[src/rtl/uart_block_packer.sv]
// uart_block_packer: packs UART RX byte ticks into 128-bit blocks for the AES
// encryption datapath. Completed blocks go through a small first-word-fall-through
// block FIFO and are presented on a valid/ready port.
// Partial blocks are padded with PAD_BYTE and pushed on flush_i or after
// TIMEOUT_CYCLES idle cycles (0 disables the timeout).
// Ports:
//   clk, reset               clock, synchronous active-high reset
//   rx_data_i, rx_valid_i    received byte and its 1-cycle valid tick
//   flush_i                  pad and push the current partial block
//   blk_data_o, blk_valid_o  FIFO head block (byte k at [8k+7:8k]) and non-empty flag
//   blk_ready_i              consumer pops the head on valid & ready
//   byte_cnt_o               bytes held in the partial block
//   fill_o                   completed blocks stored
//   overflow_o               sticky: a completed block was dropped
module uart_block_packer #(
  parameter int unsigned FIFO_DEPTH     = 4,
  parameter int unsigned TIMEOUT_CYCLES = 0,
  parameter logic [7:0]  PAD_BYTE       = 8'h00
) (
  input  logic                          clk,
  input  logic                          reset,
  input  logic [7:0]                    rx_data_i,
  input  logic                          rx_valid_i,
  input  logic                          flush_i,
  output logic [127:0]                  blk_data_o,
  output logic                          blk_valid_o,
  input  logic                          blk_ready_i,
  output logic [3:0]                    byte_cnt_o,
  output logic [$clog2(FIFO_DEPTH):0]   fill_o,
  output logic                          overflow_o
);

  localparam int unsigned PW = $clog2(FIFO_DEPTH);
  localparam int unsigned FW = PW + 1;

  typedef enum logic {
    ASM_IDLE,
    ASM_FILL
  } asm_state_t;

  asm_state_t     asm_state;
  logic [3:0]     byte_cnt;
  logic [127:0]   partial;
  logic [31:0]    tcnt;

  logic [127:0]   mem [FIFO_DEPTH];
  logic [PW-1:0]  wr_ptr;
  logic [PW-1:0]  rd_ptr;
  logic [FW-1:0]  fill;
  logic [127:0]   head_q;
  logic           valid_q;
  logic           overflow_q;

  logic [127:0]   asm_blk;
  logic [127:0]   push_data;
  logic [4:0]     held_after;
  logic           complete;
  logic           timeout_hit;
  logic           flush_req;
  logic           push;
  logic           pop;
  logic           full;
  logic           push_ok;
  logic           drop;
  logic [FW-1:0]  fill_next;
  logic [PW-1:0]  rd_next;

  // Assembler: the incoming byte is merged first, then flush/timeout padding
  // applies to whatever lanes remain unused.
  always_comb begin
    asm_blk = partial;
    if (rx_valid_i)
      asm_blk[{byte_cnt, 3'b000} +: 8] = rx_data_i;
    held_after  = rx_valid_i ? ({1'b0, byte_cnt} + 5'd1) : {1'b0, byte_cnt};
    complete    = rx_valid_i && (byte_cnt == 4'd15);
    timeout_hit = (TIMEOUT_CYCLES != 0) && (asm_state == ASM_FILL) && !rx_valid_i &&
                  (tcnt == 32'(TIMEOUT_CYCLES - 1));
    flush_req   = (flush_i || timeout_hit) && !complete &&
                  ((asm_state == ASM_FILL) || rx_valid_i);
    push        = complete || flush_req;
    push_data   = asm_blk;
    for (int unsigned i = 0; i < 16; i++) begin
      if (5'(i) >= held_after)
        push_data[i*8 +: 8] = PAD_BYTE;
    end
  end

  // FIFO control
  always_comb begin
    pop       = valid_q && blk_ready_i;
    full      = (fill == FW'(FIFO_DEPTH));
    push_ok   = push && (!full || pop);
    drop      = push && full && !pop;
    fill_next = fill + FW'(push_ok) - FW'(pop);
    rd_next   = rd_ptr + PW'(pop);
  end

  always_ff @(posedge clk) begin
    if (reset) begin
      asm_state <= ASM_IDLE;
      byte_cnt  <= '0;
      partial   <= '0;
      tcnt      <= '0;
    end else begin
      if (push) begin
        asm_state <= ASM_IDLE;
        byte_cnt  <= '0;
      end else if (rx_valid_i) begin
        asm_state <= ASM_FILL;
        byte_cnt  <= byte_cnt + 4'd1;
        partial   <= asm_blk;
      end
      if (rx_valid_i || push || (asm_state == ASM_IDLE))
        tcnt <= '0;
      else
        tcnt <= tcnt + 32'd1;
    end
  end

  always_ff @(posedge clk) begin
    if (reset) begin
      for (int unsigned i = 0; i < FIFO_DEPTH; i++)
        mem[i] <= '0;
      wr_ptr     <= '0;
      rd_ptr     <= '0;
      fill       <= '0;
      head_q     <= '0;
      valid_q    <= 1'b0;
      overflow_q <= 1'b0;
    end else begin
      if (push_ok) begin
        mem[wr_ptr] <= push_data;
        wr_ptr      <= wr_ptr + PW'(1);
      end
      if (drop)
        overflow_q <= 1'b1;
      rd_ptr  <= rd_next;
      fill    <= fill_next;
      valid_q <= (fill_next != '0);
      // Head register: take the block being pushed when nothing else remains
      // queued, otherwise the stored entry at the next read pointer.
      if (fill_next != '0) begin
        if (fill == FW'(pop))
          head_q <= push_data;
        else
          head_q <= mem[rd_next];
      end
    end
  end

  assign blk_data_o  = head_q;
  assign blk_valid_o = valid_q;
  assign byte_cnt_o  = byte_cnt;
  assign fill_o      = fill;
  assign overflow_o  = overflow_q;

endmodule

[config.mk]
export PLATFORM = sky130hd
export DESIGN_NAME = uart_block_packer
export DESIGN_NICKNAME = d
export VERILOG_FILES = /design/src/rtl/uart_block_packer.sv
export SDC_FILE = /design/constraint.sdc
export NUM_CORES = 2
export LEC_CHECK = 0
export CORE_MARGIN = 10
export CORE_UTILIZATION = 50
export DETAILED_ROUTE_END_ITERATION = 12
export DONT_BUFFER_PORTS = 1
export HOLD_SLACK_MARGIN = 0.05
export PLACE_DENSITY = 0.69
export SYNTH_ARGS = -nofsm -noshare
export SYNTH_HDL_FRONTEND = slang
export SYNTH_SLANG_ARGS = --single-unit
export TNS_END_PERCENT = 20
[constraint.sdc]
create_clock -name clk -period 8.4 [get_ports clk]
set_input_delay 2.1 -clock clk [delete_from_list [all_inputs] [get_ports clk]]
set_output_delay 2.1 -clock clk [all_outputs]
set_load 0.01 [all_outputs]
# After elaboration in Yosys (flattened, before gate mapping)
# Memories as Yosys holds them, arrays and structs flattened.
# Index checks and enable logic that the tools add are counted.
# classes
n_eq_ne	3
shifts	2
n_bitwise	1
order_cmp	16
muxes	28
n_reduce_logical	17
add_sub_neg	7
# ops
operator	n
2-to-1 mux 128 bit	3
bitwise mux 128 bit	1
2-to-1 mux 8 bit	16
OR reduction 128 bit	1
variable shift 8 x 9 -> 128 bit, first input constant	1
variable part select 8 x 9 -> 128 bit	1
greater-or-equal comparator 4 x 5 -> 1 bit, first input constant	8
greater-or-equal comparator 3 x 5 -> 1 bit, first input constant	4
greater-or-equal comparator 1 x 5 -> 1 bit, first input constant	2
greater-or-equal comparator 2 x 5 -> 1 bit, first input constant	2
negation 7 -> 9 bit	1
logical AND 1 bit	7
2-to-1 mux 1 bit	6
adder 4 x 1 -> 5 bit, second input constant	1
2-to-1 mux 5 bit	1
adder 4 x 1 -> 4 bit, second input constant	1
== test 4 bit, second input constant	1
adder 3 x 1 -> 3 bit	1
== test 3 x 1 -> 1 bit	1
== test 3 bit, second input constant	1
zero test 1 bit	3
logical OR 1 bit	3
nonzero test 3 bit	1
subtractor 3 x 1 -> 3 bit	1
6 further kinds	6
# word_totals
word_cells	84
regBits	270
mem_count	1
input_bits	13
ramBits	512
# mem_list
name	depth	width	read_ports	rd_clocked_by_memory_dff	wr	line_no	source
mem	4	128	1	0	4	46	logic [127:0] mem [FIFO_DEPTH];

# Longest topological paths before layout
# logic_depth
depth_word	12
depth_mapped	16

# Least setup slack after synthesis
# Ideal clock, no wire load.
# synth_path
kind	input to register
start	input rx_valid_i
end	memory mem[1][0], enable pin
arrival_time_ns	5.691
path_stages	9
path_buffers	4
path_slack_ns	1.599
path_cell_list	buf_2 -> buf_2 -> a21o_1 -> o2111ai_1 -> clkbuf_1 -> nor2_1 -> nand2_1 -> clkbuf_1 -> nand2_1
# synth_rtl
element	line_no	source
start, declared	23	input logic rx_valid_i,
end, declared	46	

# Final worst setup path
# layout_path
start	input blk_ready_i
end	register head_q[104], in the netlist blk_data_o[104]
# layout_via
elab_chain_cells	6
elab_cells_between_ends	10
# layout_lines
element	line_no	source
start, declared	27	input logic blk_ready_i,
logical AND 1 bit *	90	pop = valid_q && blk_ready_i;
logical OR 1 bit	92	push_ok = push && (!full || pop);
logical AND 1 bit	92	
adder 3 x 1 -> 3 bit	94	fill_next = fill + FW'(push_ok) - FW'(pop);
subtractor 3 x 1 -> 3 bit	94	
nonzero test 3 bit	142	if (fill_next != '0) begin
end signal, assigned	144	head_q <= push_data;
end signal, assigned	146	head_q <= mem[rd_next];
end, declared	50	logic [127:0] head_q;
# Mark *: on every way between the ends. The rest lies on a longest branch, timed or not.
# A chain may end at the register's enable or synchronous reset.

==> report_table.html <==
<table>
<tr><th>Metric</th><th>Value</th></tr>
<tr><th colspan="2">Clock tree</th></tr>
<tr><td>Clk sinks</td><td>782</td></tr>
<tr><td>Buffer type at the clock tree root</td><td>sky130_fd_sc_hd__clkbuf_16</td></tr>
<tr><td>Buffers inserted by post-CTS timing repair</td><td>0</td></tr>
<tr><td>Clock latency of the later-clocked register in the worst-skew pair</td><td>630 ps</td></tr>
<tr><td>Number of levels the H-tree was split into</td><td>3</td></tr>
<tr><td>Clock slew at reported path FFs</td><td>60 ps</td></tr>
<tr><td>Number of hold buffers added after CTS</td><td>0</td></tr>
<tr><td>Clock Path Buffers</td><td>3</td></tr>
<tr><td>TritonCTS clock tree</td><td>yes</td></tr>
<tr><td>Post-cts sizing count</td><td>0</td></tr>
<tr><td>Total CTS buffers</td><td>80</td></tr>
<tr><th colspan="2">Detailed routing</th></tr>
<tr><td>Number of design rule violations left after detail routing</td><td>0</td></tr>
<tr><td>Antenna-violating nets left</td><td>0</td></tr>
<tr><td>Routed len/inst</td><td>26.5 um</td></tr>
<tr><td>Routed wire length</td><td>93700 um</td></tr>
<tr><td>Count of TritonRoute iterations in the first routing pass</td><td>6</td></tr>
<tr><td>Initial drt markers</td><td>2556</td></tr>
<tr><td>Via count</td><td>22203</td></tr>
<tr><td>Vias per cell</td><td>6.29</td></tr>
<tr><th colspan="2">Pwr</th></tr>
<tr><td>Leakage Power</td><td>0.0124 uW</td></tr>
<tr><td>Power density normalized to cell area</td><td>291 mW/mm^2</td></tr>
<tr><td>Worst IR Drop VDD</td><td>0.359 mV</td></tr>
<tr><td>Tot Pwr</td><td>10700 uW</td></tr>
<tr><th colspan="2">Placement</th></tr>
<tr><td>GP Congestion</td><td>0.892</td></tr>
<tr><td># port buffers</td><td>0</td></tr>
<tr><td>Detailed-placement wirelength estimate</td><td>55900 um</td></tr>
<tr><td>Placement-stage cell area</td><td>0.0342 sq mm</td></tr>
<tr><td>Placed Cells</td><td>3377</td></tr>
<tr><th colspan="2">Synthesis</th></tr>
<tr><td>Post-synth top area share</td><td>46.2%</td></tr>
<tr><td>Flip-flop and latch count after synthesis</td><td>782</td></tr>
<tr><td>Cell area after technology mapping</td><td>0.0333 sq mm</td></tr>
<tr><td>Cell taking the most area after synthesis</td><td>sky130_fd_sc_hd__edfxtp_1</td></tr>
<tr><td>Biggest area contributors in the synthesized netlist</td><td>sky130_fd_sc_hd__edfxtp_1, sky130_fd_sc_hd__dfxtp_1, sky130_fd_sc_hd__mux4_2</td></tr>
<tr><td>Syn Area/Cell</td><td>12.6 sq um</td></tr>
<tr><td>Yosys warns</td><td>0</td></tr>
<tr><td>EDFF count, synth</td><td>512</td></tr>
<tr><td>Share of synthesized area occupied by flip-flops and latches</td><td>62.5%</td></tr>
<tr><td>Net count of the mapped netlist</td><td>2669</td></tr>
<tr><td>Flip-flop cell with the highest count after synthesis</td><td>sky130_fd_sc_hd__edfxtp_1</td></tr>
<tr><td>Gate count of the mapped netlist</td><td>2648</td></tr>
<tr><td>Post-synthesis async set-or-reset flop share</td><td>0%</td></tr>
<tr><td>Cell variety after synth</td><td>76</td></tr>
<tr><th colspan="2">Worst hold path</th></tr>
<tr><td>Hold WC Path Type</td><td>flip-flop to flip-flop</td></tr>
<tr><th colspan="2">Finish</th></tr>
<tr><td>Post-route cell area</td><td>0.0367 sq mm</td></tr>
<tr><td>Most frequent cells in the layout</td><td>sky130_fd_sc_hd__nor2_1, sky130_fd_sc_hd__edfxtp_1, sky130_fd_sc_hd__dfxtp_1</td></tr>
<tr><td>Area growth syn-to-layout</td><td>10.4%</td></tr>
<tr><td>Proportion of layout cells with a drive suffix above 1</td><td>12.9%</td></tr>
<tr><td>Filler-free cell count of the finished design</td><td>3531</td></tr>
<tr><td>Final Net Count</td><td>2616</td></tr>
<tr><td>Most common library cell in the layout ignoring fill and taps</td><td>sky130_fd_sc_hd__nor2_1</td></tr>
<tr><th colspan="2">Timing</th></tr>
<tr><td>Maximum clock skew at final layout</td><td>26.0 ps</td></tr>
<tr><td>Hold Worst Slack</td><td>482 ps</td></tr>
<tr><td>Post-route minimum period</td><td>5590 ps</td></tr>
<tr><td>Max Clock Freq</td><td>179 MHz</td></tr>
<tr><td>Slew at the pin with the worst max-slew slack</td><td>1220 ps</td></tr>
<tr><td>Period Utilization, post-route</td><td>66.6%</td></tr>
<tr><td>RSZ-0062 raised after global routing</td><td>no</td></tr>
<tr><td>Max-slew violation count</td><td>0</td></tr>
<tr><td>Count of final hold-check violations</td><td>0</td></tr>
<tr><td>Setup TNS Final</td><td>0 ps</td></tr>
<tr><td>Worst slew margin relative to its limit</td><td>18.5%</td></tr>
<tr><td>Final number of setup-violating endpoints</td><td>0</td></tr>
<tr><th colspan="2">Die</th></tr>
<tr><td>Starting Density</td><td>50.5%</td></tr>
<tr><td>Top-level port count</td><td>150</td></tr>
<tr><td>Row Count</td><td>94</td></tr>
<tr><td>Standard cell core area</td><td>0.0659 sq mm</td></tr>
<tr><td>Die Height</td><td>278 um</td></tr>
<tr><td>Die width</td><td>278 um</td></tr>
<tr><td>Die area</td><td>0.0772 sq mm</td></tr>
<tr><th colspan="2">GRT</th></tr>
<tr><td>First-pass GRT wire length</td><td>141000 um</td></tr>
<tr><td>GRT Total Usage</td><td>23.8%</td></tr>
<tr><td>Grt total ovfl</td><td>0</td></tr>
<tr><td>Number of global-route vias before repair</td><td>22339</td></tr>
<tr><td>Pin count of the biggest net entering global routing</td><td>141</td></tr>
<tr><td>Antenna violations before repair</td><td>1</td></tr>
<tr><th colspan="2">Setup path</th></tr>
<tr><td>Worst Setup End Kind</td><td>flip-flop</td></tr>
<tr><td>Start-to-end type of the worst setup path</td><td>input port to flip-flop</td></tr>
<tr><td>Data arrival time of the critical path</td><td>6130 ps</td></tr>
<tr><td>Type of element launching the critical path</td><td>input port</td></tr>
<tr><td>Maximum net fanout on the critical path</td><td>77</td></tr>
<tr><td>Required time worst endpoint</td><td>8940 ps</td></tr>
<tr><th colspan="2">Flow run</th></tr>
<tr><td>Max-cap violations</td><td>0</td></tr>
<tr><th colspan="2">Status</th></tr>
<tr><td>Outcome</td><td>finished, final reports clean</td></tr>
</table>
path summary, 6_finish.rpt:
path,end,start,depth (start not counted),slack (ps)
setup / recovery,blk_data_o[104],blk_ready_i,13,2810
hold reg to reg,asm_state,asm_state,2,480
setup reg to reg,blk_data_o[104],byte_cnt_o[1],15,3130
hold / removal,asm_state,asm_state,2,480
synth_stat cells (all sizes together) (4+ instances only):
cell type and number:
nor2 602, edfxtp 512, dfxtp 270, mux2i 156, o21ai 149, clkbuf 131, mux4 128, nand2 113
a22oi 94, nor3 92, a211oi 80, a21oi 50, buf 42, and2 24, nand2b 16, nor3b 16
and3 14, nand3 12, a21boi 10, a31oi 10, inv 10, o31a 9, mux2 8, nor2b 8
ha 7, nand4 7, o21a 7, or3b 7, and3b 5, o211ai 5, o31ai 5, xnor2 5
nor4 4, o22ai 4, or2 4
where the power goes:
| group | internal [uW] | switching, uW | leakage, uW |
|---|---|---|---|
| Clock | 1970 | 1490 | 0.00123 |
| Sequential | 4490 | 447 | 0.00751 |
| Combinational | 860 | 1410 | 0.00364 |
| Total | 7320 | 3350 | 0.0124 |
sequential cells by signal, indices dropped and copies added, names as in the netlist, 2 cells and up:
register and count:
wr_ptr 2, fill_o 3, partial 128, rd_ptr 2, mem 512, byte_cnt_o 4
blk_data_o 128
kinds of logic after synthesis:
logic type	synth area share, %
xor+xnor	0.278
mux	13.6
buf+inv	2.22
fa+ha+maj	0.324
simple gates	12.4
flops	62.5
compound gates	8.62
layer usage:
layer	routed length, um	GRT usage [%]	vias up
li1	-	-	9751
met2	46100	39.3	1033
met3	9400	6.46	149
met5	0	0	-
met4	2620	7.80	0
met1	35600	29.8	11270
worst max-delay path: stages:
cell and delay (ps):
sky130_fd_sc_hd__a211o_1 300, sky130_fd_sc_hd__o211ai_1 390, sky130_fd_sc_hd__ha_1 210, sky130_fd_sc_hd__inv_1 40
sky130_fd_sc_hd__ha_1 180, sky130_fd_sc_hd__fa_1 400, sky130_fd_sc_hd__xnor3_1 240, sky130_fd_sc_hd__or3_2 550
sky130_fd_sc_hd__buf_4 310, sky130_fd_sc_hd__nor2_4 510, sky130_fd_sc_hd__buf_12 430, sky130_fd_sc_hd__a22oi_1 180
sky130_fd_sc_hd__o21ai_0 120
stage by stage:
step,util [%],setup slack (ps)
final,55.7,2810
after global routing,55.7,2660
after CTS,55.7,2880
after detailed placement,51.9,2250
after global placement,51.9,2390
after floorplan,-,1600
final cells by class:
| type | instances | area, sq um |
|---|---|---|
| diodes | 6 | 15.0 |
| flip-flops and latches | 782 | 20800 |
| repair buffers | 38 | 348 |
| inverters | 10 | 37.5 |
| fillers | 5391 | 29200 |
| clock buffers | 118 | 2310 |
| multi-input cells | 1683 | 11900 |
| well taps | 864 | 1080 |
| clock inverters | 30 | 218 |
Note: power is estimated with default switching activity, not from simulation.
